File: config.mk
export PLATFORM = sky130hd
export DESIGN_NAME = serial_adder
export DESIGN_NICKNAME = d
export VERILOG_FILES = /design/src/rtl/serial_adder.sv
export SDC_FILE = /design/constraint.sdc
export NUM_CORES = 1
export LEC_CHECK = 0
export ABC_AREA = 1
export BUFFER_PORTS_ARGS = -buffer_cell sky130_fd_sc_hd__clkbuf_2
export CORE_MARGIN = 5
export CORE_UTILIZATION = 55
export CTS_CLUSTER_SIZE = 12
export DETAILED_ROUTE_END_ITERATION = 7
export GPL_TIMING_DRIVEN = 1
export PLACE_DENSITY = 0.8
export SYNTH_ARGS = -nofsm -noshare
export SYNTH_HDL_FRONTEND = slang
export SYNTH_SLANG_ARGS = --single-unit
File: constraint.sdc
create_clock -name clk -period 2.2 [get_ports clk]
set_clock_uncertainty 0.15 [all_clocks]
set_input_delay 0.11 -clock clk [delete_from_list [all_inputs] [get_ports clk]]
set_output_delay 0.11 -clock clk [all_outputs]
set_load 0.05 [all_outputs]
File: src/rtl/serial_adder.sv
// serial_adder -- bit-serial WIDTH-bit adder.
//
// One full-adder slice (two NAND-built half adders plus a carry OR) and a
// carry flop add the operands LSB-first, one bit per clock. A start pulse
// in IDLE or DONE captures a, b and cin. WIDTH cycles later the result is
// registered, and done pulses for one cycle. A start held high in DONE
// launches the next operation with no idle gap.
//
// Optional feature macro: SERIAL_ADDER_OVF_EN
//   defined   : ovf = signed (two's-complement) overflow of a + b + cin
//   undefined : ovf is tied to 0 and the carry-into-MSB flop is not built
//
// Ports
//   clk    in   rising-edge clock
//   rst_n  in   asynchronous active-low reset
//   start  in   request, sampled only in IDLE or DONE
//   a, b   in   WIDTH-bit operands, captured on the accepting edge
//   cin    in   carry-in, captured on the accepting edge
//   busy   out  high while bits are being processed
//   done   out  one-cycle strobe when sum/cout/ovf update
//   sum    out  WIDTH-bit result, held until the next completion
//   cout   out  carry out of bit WIDTH-1
//   ovf    out  signed overflow (see macro above)
module serial_adder #(
  parameter int WIDTH = 8
) (
  input  logic             clk,
  input  logic             rst_n,
  input  logic             start,
  input  logic [WIDTH-1:0] a,
  input  logic [WIDTH-1:0] b,
  input  logic             cin,
  output logic             busy,
  output logic             done,
  output logic [WIDTH-1:0] sum,
  output logic             cout,
  output logic             ovf
);

  localparam int CW = $clog2(WIDTH);

  typedef enum logic [1:0] {
    IDLE = 2'd0,
    RUN  = 2'd1,
    DONE = 2'd2
  } state_t;

  state_t           state_q, state_d;
  logic [WIDTH-1:0] a_sh_q, a_sh_d;
  logic [WIDTH-1:0] b_sh_q, b_sh_d;
  logic [WIDTH-1:0] res_q, res_d;
  logic [WIDTH-1:0] sum_q, sum_d;
  logic             carry_q, carry_d;
  logic             cout_q, cout_d;
  logic [CW-1:0]    cnt_q, cnt_d;

  // Half adder from four NANDs; returns {carry, sum}.
  function automatic logic [1:0] ha_nand(input logic x, input logic y);
    logic n1, n2, n3;
    n1 = ~(x & y);
    n2 = ~(x & n1);
    n3 = ~(y & n1);
    return {~n1, ~(n2 & n3)};
  endfunction

  // Full-adder slice working on the current LSBs and the carry flop.
  logic [1:0] ha1, ha2;
  logic       fa_s, fa_co;
  logic       last_bit;

  always_comb begin
    ha1   = ha_nand(a_sh_q[0], b_sh_q[0]);
    ha2   = ha_nand(ha1[0], carry_q);
    fa_s  = ha2[0];
    fa_co = ha1[1] | ha2[1];
  end

  assign last_bit = (cnt_q == CW'(WIDTH - 1));

  always_comb begin
    state_d = state_q;
    a_sh_d  = a_sh_q;
    b_sh_d  = b_sh_q;
    res_d   = res_q;
    carry_d = carry_q;
    cnt_d   = cnt_q;
    sum_d   = sum_q;
    cout_d  = cout_q;
    case (state_q)
      IDLE, DONE: begin
        if (start) begin
          a_sh_d  = a;
          b_sh_d  = b;
          carry_d = cin;
          cnt_d   = '0;
          state_d = RUN;
        end else begin
          state_d = IDLE;
        end
      end
      RUN: begin
        // Sum bits enter at the MSB so that after WIDTH shifts bit 0 lands at index 0.
        res_d   = {fa_s, res_q[WIDTH-1:1]};
        a_sh_d  = a_sh_q >> 1;
        b_sh_d  = b_sh_q >> 1;
        carry_d = fa_co;
        // The counter may wrap on the final bit; it is reloaded on the next start.
        cnt_d   = cnt_q + CW'(1);
        if (last_bit) begin
          sum_d   = {fa_s, res_q[WIDTH-1:1]};
          cout_d  = fa_co;
          state_d = DONE;
        end
      end
      default: state_d = IDLE;
    endcase
  end

  always_ff @(posedge clk or negedge rst_n) begin
    if (!rst_n) begin
      state_q <= IDLE;
      a_sh_q  <= '0;
      b_sh_q  <= '0;
      res_q   <= '0;
      carry_q <= 1'b0;
      cnt_q   <= '0;
      sum_q   <= '0;
      cout_q  <= 1'b0;
    end else begin
      state_q <= state_d;
      a_sh_q  <= a_sh_d;
      b_sh_q  <= b_sh_d;
      res_q   <= res_d;
      carry_q <= carry_d;
      cnt_q   <= cnt_d;
      sum_q   <= sum_d;
      cout_q  <= cout_d;
    end
  end

  // Both status bits decode straight from the state flop.
  assign busy = (state_q == RUN);
  assign done = (state_q == DONE);
  assign sum  = sum_q;
  assign cout = cout_q;

`ifdef SERIAL_ADDER_OVF_EN
  // The carry out of bit WIDTH-2 is the carry into the MSB. It is captured
  // one cycle before completion, so ovf is a single XOR with the final carry.
  logic cmsb_q, cmsb_d;
  logic ovf_q, ovf_d;
  logic pre_last_bit;

  assign pre_last_bit = (cnt_q == CW'(WIDTH - 2));

  always_comb begin
    cmsb_d = cmsb_q;
    ovf_d  = ovf_q;
    if (state_q == RUN) begin
      if (pre_last_bit) cmsb_d = fa_co;
      if (last_bit)     ovf_d  = cmsb_q ^ fa_co;
    end
  end

  always_ff @(posedge clk or negedge rst_n) begin
    if (!rst_n) begin
      cmsb_q <= 1'b0;
      ovf_q  <= 1'b0;
    end else begin
      cmsb_q <= cmsb_d;
      ovf_q  <= ovf_d;
    end
  end

  assign ovf = ovf_q;
`else
  assign ovf = 1'b0;
`endif

endmodule

==> results, run 1 <==
- The run finished with clean final reports.
- In this run, post-CTS repair resized a total of 0 instances.
- The routed via count is 1506.
- The yosys synthesis warning count is 0.
- The initialized floorplan defines 21 standard-cell rows.
- The slew at the pin with the worst max-slew slack is 0.902 ns.
- The aggregate negative setup slack is 0 ns.
- The data required time at the worst endpoint is ~2.3 ns.
- The number of I/O pins is 32.
- The register area share after synthesis is 52.0%.
- The number of clock buffers added by TritonCTS is 5.
- In the post-synthesis netlist, the cell with the most instances is nand2_1.
- The area of the core is approximately 3300 sq um.
- From synthesis to final layout, the design area changed by 23.2%.
- The number of antenna violations at the first check in global routing is 0.
- The worst hold-check path type is in -> async.
- The share of the clock period used by the worst path after layout is 76.1%.
- The maximum fanout encountered on the critical timing path is 19.
- TritonCTS built the clock tree.
- The category of the worst setup path capture point is a flip-flop.
- The initial core utilization is 55.7%.
- The type of the setup path with the least slack is reg -> reg.
- Counting every net in the synthesized netlist gives 244.
- In this run the vertical extent of the chip is 67.7 microns.
- Once placement finished, the instance area stood at just under 2000 sq um.
- The cell taking the most area after synthesis is dfrtp_1.
- After routing the design area is 2250 sq um.
- Cells fill 68.6% of the core in the end.
- The proportion of synthesized flip-flops having asynchronous set or reset is 100%.
- After detailed routing, the number of remaining DRC violations is 0.
- Averaged over all synthesized cells, the footprint is 8.27 sq um.
- The number of max-cap violations is 0.
- The count of final setup violators is 0.
- The total area of multi-input combinational cells is 644 sq um.
- After legalization and detailed placement, the total HPWL measured 2.33 mm.
- For the worst setup path, the data arrival time is between 1.5 and 2 ns.
- Across all hold checks on the routed design, the worst slack comes to 0.265 ns.
- Buffers placed on the I/O ports in this run total 30.
- After technology mapping, the gate count stands at roughly 220.
- Setup repair after global routing left no endpoint under its margin.
- Dividing the detail-routed wire length by the instance count gives 11.2 microns.
- The post-synth design cell area is 1830 sq um.
- For this run, the leading register cell type out of synthesis is dfrtp_1.
- Summed over its instances, the top area cell type makes up 52.0% of the synthesized netlist area.
- The first detailed-routing pass ran for 4 iterations.
- The longest clock path from root to sink contains 2 buffers.
- The number of pins exceeding their max-slew limit in the final report was 0.
- The ratio of routed vias to standard cells is between 4 and 5.
- The global routing usage summed across all routing layers is 19.6%.
- The leakage power of the design is between 1 and 1.5 nW.
- The first global-routing pass estimated 6.63 mm of wire.
- Counting instances in the post-synthesis netlist gives the leading cell types as nand2_1 (71), inv_1 (39), dfrtp_1 (38).
- Clock-pin slew was measured on the worst setup and hold paths at roughly 0.12 ns.
- 0 antenna diodes ended up in the layout.
- The post-synthesis cell type count is 20.
- The number of enable flip-flop cells after synthesis is 0.
- The final layout net count is 294.
- The congestion estimate from routability-driven global placement came to 0.781.
- The number of global-route vias before repair is 1494.
- For this run the aggregate overflow at the end of global routing stands at 0.
- The layout filler cell count is 271.
- The violation count after the first detailed-routing iteration is 130.
- The register area is 951 sq um.
- The normalized max-slew margin is 39.9%.
- The clock tree synthesis step divided the H-tree into 2 levels.
- The maximum vdd drop is 0.000758 V.
- At the later pin of the worst-skew pair, clock insertion delay measures 0.34 ns.
- Once detail routing completed, the nets flagged for antenna violations numbered 0.
- The area enclosed by the die boundary is about 4600 sq um.
- The final layout contains routed wiring with a total length of approximately 3.6 mm.
- The power density over the cells is 1430 nW/um^2.
- The fraction of layout instances using a drive strength above 1 is 20.6%.
- Sorting the synthesized cells by area gives the leading types as dfrtp_1 (52%), nand2_1 (15%), nand3_1 (8.2%).
- The number of clock sinks is 38.
- The type of origin of the critical path is a flip-flop.
- The count of endpoints failing hold in the final timing report is 0.
- The total chip power is 3.22 mW.
- Entering global routing, the biggest net connects 39 pins.
- Synthesis inferred 38 register bits.
- The clock period minus worst slack is about 1.7 ns.
- From left edge to right edge, the die measures 67.7 microns.
- Timing would allow up to 0.597 GHz.
- The cell at the root of the clock tree is clkbuf_4.
-- cells by family after synthesis --
family,Yosys count,synth area share (%)
compound gates,19,6.84
flops,38,52.0
buf+inv,52,12.7
other cells,1,0.205
simple gates,108,25.7
fa+ha+maj,3,2.46
-- path summary, 6_finish.rpt --
check                                 from       end  slack, ns  cells after the start
worst max-delay path            state_q[1]   carry_q       0.53                      6
worst min-delay path                 rst_n    sum[3]       0.27                      2
worst max register to register  state_q[1]   carry_q       0.53                      6
worst min register to register    cnt_q[0]  cnt_q[0]       0.33                      1
max in group asynchronous            rst_n    sum[7]       1.07                      2
min in group clk                  cnt_q[0]  cnt_q[0]       0.33                      1
-- power by group --
group / internal [mW] / switching [mW]
Combinational: 0.514 / 1.11
Clock: 0.154 / 0.231
Sequential: 1.03 / 0.179
Total: 1.70 / 1.52
-- cell type report --
type / count / area share, %
Timing Repair Buffer: 53 / 16.7
Clock buffer: 6 / 2.28
Tap cell: 46 / 2.56
Inverter: 42 / 7.11
Clock inverter: 2 / 0.556
Multi-Input combinational cell: 131 / 28.6
Sequential cell: 38 / 42.2
-- cells in the final DEF (no fill, tap or decap) --
cell type	synthesis	layout
nand2_1	71	71
inv_1	39	39
dfrtp_1	38	38
nand3_1	30	30
clkbuf_2	0	30
dlygate4sd3_1	0	21
o21ai_0	10	10
o21ai_2	8	8
clkbuf_4	0	5
inv_2	2	2
nor2_1	2	2
nand2_2	2	2
nand2_4	2	2
ha_1	2	2
buf_4	2	2
nor2_4	1	1
inv_4	1	1
a21oi_1	1	1
fa_1	1	1
conb_1	1	1
clkbuf_8	0	1
clkinvlp_4	0	1
clkinv_2	0	1
-- state kept, by name, summed over array words and instances (netlist names) --
name	count
state_q	2
b_sh_q	8
sum	8
cout	1
cnt_q	3
carry_q	1
res_q	7
a_sh_q	8
-- metal layers --
| layer | wire [microns] | part of all wire [%] | track usage (%) | up-vias |
|---|---|---|---|---|
| met3 | 208 | 5.9 | 5.16 | 8 |
| li1 | - | - | - | 767 |
| met4 | 75 | 2.1 | 6.84 | 0 |
| met1 | 1590 | 45 | 25.6 | 690 |
| met5 | 0 | 0 | 0 | - |
| met2 | 1680 | 47 | 31.2 | 41 |
-- what timing repair did --
action,in CTS,in global routing
setup endpoints to repair,0,0
buffers inserted,0,0
hold endpoints to repair,56,0
hold buffers,21,0
-- worst max-delay path, cell delays in order, from the launching register on --
cell and delay [ns]:
dfrtp_1 0.44, inv_2 0.24, nand2_2 0.22, nand2_4 0.24, inv_4 0.13, nand2_1 0.09
nand2_1 0.05
-- metrics by stage --
step	instances	worst slack [ns]
2_1_floorplan	221	0.591
3_3_place_gp	289	0.625
3_5_place_dp	289	0.576
4_1_cts	318	0.549
5_1_grt	318	0.378
6_report	318	0.526
Power figures use the tool's default switching activity.
==> run 2: changes to the inputs <==
==> constraint.sdc (replaced) <==
create_clock -name clk -period 1.62 [get_ports clk]
set_clock_uncertainty 0.15 [all_clocks]
set_input_delay 0.081 -clock clk [delete_from_list [all_inputs] [get_ports clk]]
set_output_delay 0.081 -clock clk [all_outputs]
set_load 0.05 [all_outputs]
==> run 2 against run 1 <==
  * Non-clock buffer count is 3 higher
  * First-iteration DRC count shrank 45%
  * Hold slack got worse by 0.12 ns
  * Fmax grew 5.4%
  * Setup slack got worse by 0.49 ns
  * Wire length shrank 0.20%
  * Sequential power rose by 35%
  * Flip-flop and latch count unchanged
  * Critical endpoint is now a_sh_q[7]
  * Highest routed layer unchanged
==> results, run 2 (synthesis results as in run 1) <==
- The maximum fanout encountered on the critical timing path is 3 (was 19).
- The number of I/O pins was 32 (unchanged).
- Status: complete, no violations (unchanged).
- The data arrival at the endpoint of the critical path is 1.71 ns (was 1.76 ns).
- The type of origin of the critical path is a flip-flop (unchanged).
- The total of buffers placed on input and output ports came to 30 (unchanged).
- The routed wire length is 3.55 mm (about the same).
- The CTS tree is built (unchanged).
- The wire length per cell is 11.0 microns (was 11.2 microns).
- The total chip power is 4.44 mW (was 3.22 mW).
- The area of the core was 3280 sq um (unchanged).
- The net switching fraction of the power was 46.7% (was 47.3%).
- The clock-pin transition on the worst setup and hold timing paths came to 0.12 ns (about the same).
- The clock network fraction of design power is 11.5% (was 12.0%).
- The worst path buffer plus inverter count came to 3 (was 2).
- The number of global-route vias before repair came to 1438 (was 1494).
- The count of unresolved DRC violations after routing came to 0 (unchanged).
- The detailed-placement wirelength estimate is 2.13 mm (was 2.33 mm).
- The source-to-sink clock delay at the later pin of the worst-skew pair was 0.34 ns (about the same).
- The number of antenna violations at the first check in global routing is 0 (unchanged).
- The area of all placed cells without fillers was 2300 sq um (was 2250 sq um).
- The cell with the largest stage delay on the worst path is dlygate4sd3_1 (was dfrtp_1).
- The cell at the root of the clock tree was clkbuf_4 (unchanged).
- The layout filler cell count was 253 (was 271).
- The cell class contributing the biggest share of worst-path delay is buffers and inverters (was simple AND/OR/NAND/NOR gates).
- The vertical die dimension came to 67.7 microns (unchanged).
- The internal portion of total power was 2.37 mW (was 1.70 mW).
- The final standard cell utilization of the core is 70.1% (was 68.6%).
- The type of the setup path with the least slack is reg -> reg (unchanged).
- The first-pass iteration count of the detailed router is 4 (unchanged).
- The placement-stage cell area is 2010 sq um (was 1980 sq um).
- The worst slack at placement came to 0.146 ns (was 0.576 ns).
- The ratio of routed vias to standard cells is 4.59 (was 4.74).
- The most frequent cell on the critical path was inv_2 (was nand2_1).
- The wire length of the first global-routing pass is 6.13 mm (was 6.63 mm).
- The pin count of the biggest net entering global routing is 39 (unchanged).
- The area enclosed by the die boundary is 4580 sq um (unchanged).
- The proportion of power drawn by flip-flops and latches is 36.6% (was 37.5%).
- The combinational cell fraction of total power is 51.9% (was 50.5%).
- The final layout net count is 297 (was 294).
- Most used cells in the layout excluding fill and tap cells: nand2_1 (71), inv_1 (38), dfrtp_1 (38) (was nand2_1 (71), inv_1 (39), dfrtp_1 (38)).
- The maximum clock frequency was 0.629 GHz (was 0.597 GHz).
- The die extent in x is 67.7 microns (unchanged).
- The violation count after the first detailed-routing iteration was 71 (was 130).
- The delay contributed by the slowest stage of the critical path came to 0.56 ns (was 0.44 ns).
- The smallest setup slack after layout is 0.0313 ns (was 0.526 ns).
- The number of max-cap violations is 0 (unchanged).
- The maximum buffer depth of the clock tree is 2 (unchanged).
- The switching power summed over all nets was 2.08 mW (was 1.52 mW).
- The leakage power of the design is 1.29 nW (was 1.27 nW).
- The area growth from synthesis to layout is 25.9% (was 23.2%).
- The power density over the cells is 1930 nW/um^2 (was 1430 nW/um^2).
- The count of final setup violators is 0 (unchanged).
- The total number of placement rows is 21 (unchanged).
- The total grt overflow was 0 (unchanged).
- The number of clock sinks is 38 (unchanged).
- The number of H-tree branching levels is 2 (unchanged).
- The most common cell after layout, fill and taps aside is nand2_1 (unchanged).
- The count of endpoints failing hold in the final timing report is 0 (unchanged).
- The worst hold-check path type is in -> async (unchanged).
- The number of diodes added for antenna fixing was 0 (unchanged).
- The data required time at the worst endpoint is 1.74 ns (was 2.29 ns).
- The share of the clock period used by the worst path after layout is 98.1% (was 76.1%).
- The initial core utilization is 55.7% (unchanged).
- The TritonCTS buffer count is 5 (unchanged).
- The routed via count is 1472 (was 1506).
- The global routing usage summed across all routing layers came to 18.0% (was 19.6%).
- The weighted congestion reported at the end of routability-driven placement is 0.745 (was 0.781).
- The fraction of layout instances using a drive strength above 1 came to 22.2% (was 20.6%).
- The residual antenna-violating net count after detailed routing was 0 (unchanged).
- The category of the worst setup path capture point is a flip-flop (unchanged).
- The maximum vdd drop was 0.000848 V (was 0.000758 V).
- The clock period minus worst slack is 1.59 ns (was 1.67 ns).
- The number of pins exceeding their max-slew limit in the final report came to 0 (unchanged).
- Ordered list of cells on the worst path: inv_2 -> nand2_4 -> inv_2 -> nand2_1 -> dlygate4sd3_1 -> o21ai_0 (was inv_2 -> nand2_2 -> nand2_4 -> inv_4 -> nand2_1 -> nand2_1).
## run 2: changes by cell type in the layout (fill, tap and decap cells not counted)
| cell | change |
|---|---|
| buf_4 | +2 |
| buf_12 | +1 |
| buf_6 | +1 |
| clkbuf_1 | +1 |
| clkbuf_2 | -1 |
| clkinvlp_4 | -1 |
| inv_1 | -1 |
| inv_2 | +1 |
| nand2_2 | -1 |
| nand2_4 | +1 |
| nor2_1 | -1 |
| nor2_2 | +1 |
| o21ai_0 | -1 |
| o21ai_2 | +1 |
## run 2: power by group through the flow
stage / clock, mW / sequential, mW / combinational [mW]
after floorplan: 0 / 1.92 / 1.50
after global placement: 0 / 1.64 / 2.18
after detailed placement: 0 / 1.65 / 2.23
after CTS: 0.517 / 1.63 / 2.28
after global routing: 0.566 / 1.69 / 2.60
final: 0.512 / 1.63 / 2.31
## run 2: worst paths after layout
check                                 end  slack [ns]        from  cells past startpoint
min in group clk                   sum[0]        0.33    res_q[1]                      2
worst max register to register  a_sh_q[7]        0.03  state_q[0]                      6
worst min-delay path               sum[5]        0.15       rst_n                      3
worst min register to register     sum[0]        0.33    res_q[1]                      2
max in group asynchronous       a_sh_q[3]        0.84       rst_n                      3
worst max-delay path            a_sh_q[7]        0.03  state_q[0]                      6
## run 2: timing repair
item,4_1_cts,5_1_grt
hold endpoints to repair,56,0
setup buffers,0,1
endpoints found under the setup margin,1,3
hold buffers,21,0
gates resized for setup,1,7
## run 2: per-layer routing
layer | GRT usage [%] | wire (microns) | vias to the layer above
li1 | - | - | 771
met5 | 0 | 0 | -
met1 | 22.8 | 1560 | 661
met4 | 7.59 | 67 | 0
met3 | 3.49 | 174 | 7
met2 | 29.6 | 1750 | 33
## run 2: final cells by class
type / instances / area [sq um] / share of cell area, %
flip-flops and latches: 38 / 951 / 41.3
repair buffers: 56 / 417 / 18.1
clock inverters: 1 / 5.00 / 0.218
well taps: 46 / 57.6 / 2.50
inverters: 42 / 160 / 6.96
multi-input cells: 131 / 656 / 28.5
clock buffers: 7 / 55.1 / 2.39
## run 2: worst reg2reg max path: stages, from the launching register on
cell,delay [ns]
dfrtp_1,0.43
inv_2,0.11
nand2_4,0.08
inv_2,0.06
nand2_1,0.05
dlygate4sd3_1,0.56
o21ai_0,0.08
## run 2: metrics by stage
stage               hold WS (ns)  cells  TNS [ns]
floorplan                 -0.365    221         0
global placement         0.00147    291         0
detailed placement       0.00100    291         0
CTS                        0.163    320         0
global route               0.205    321   -0.0208
finish                     0.150    321         0
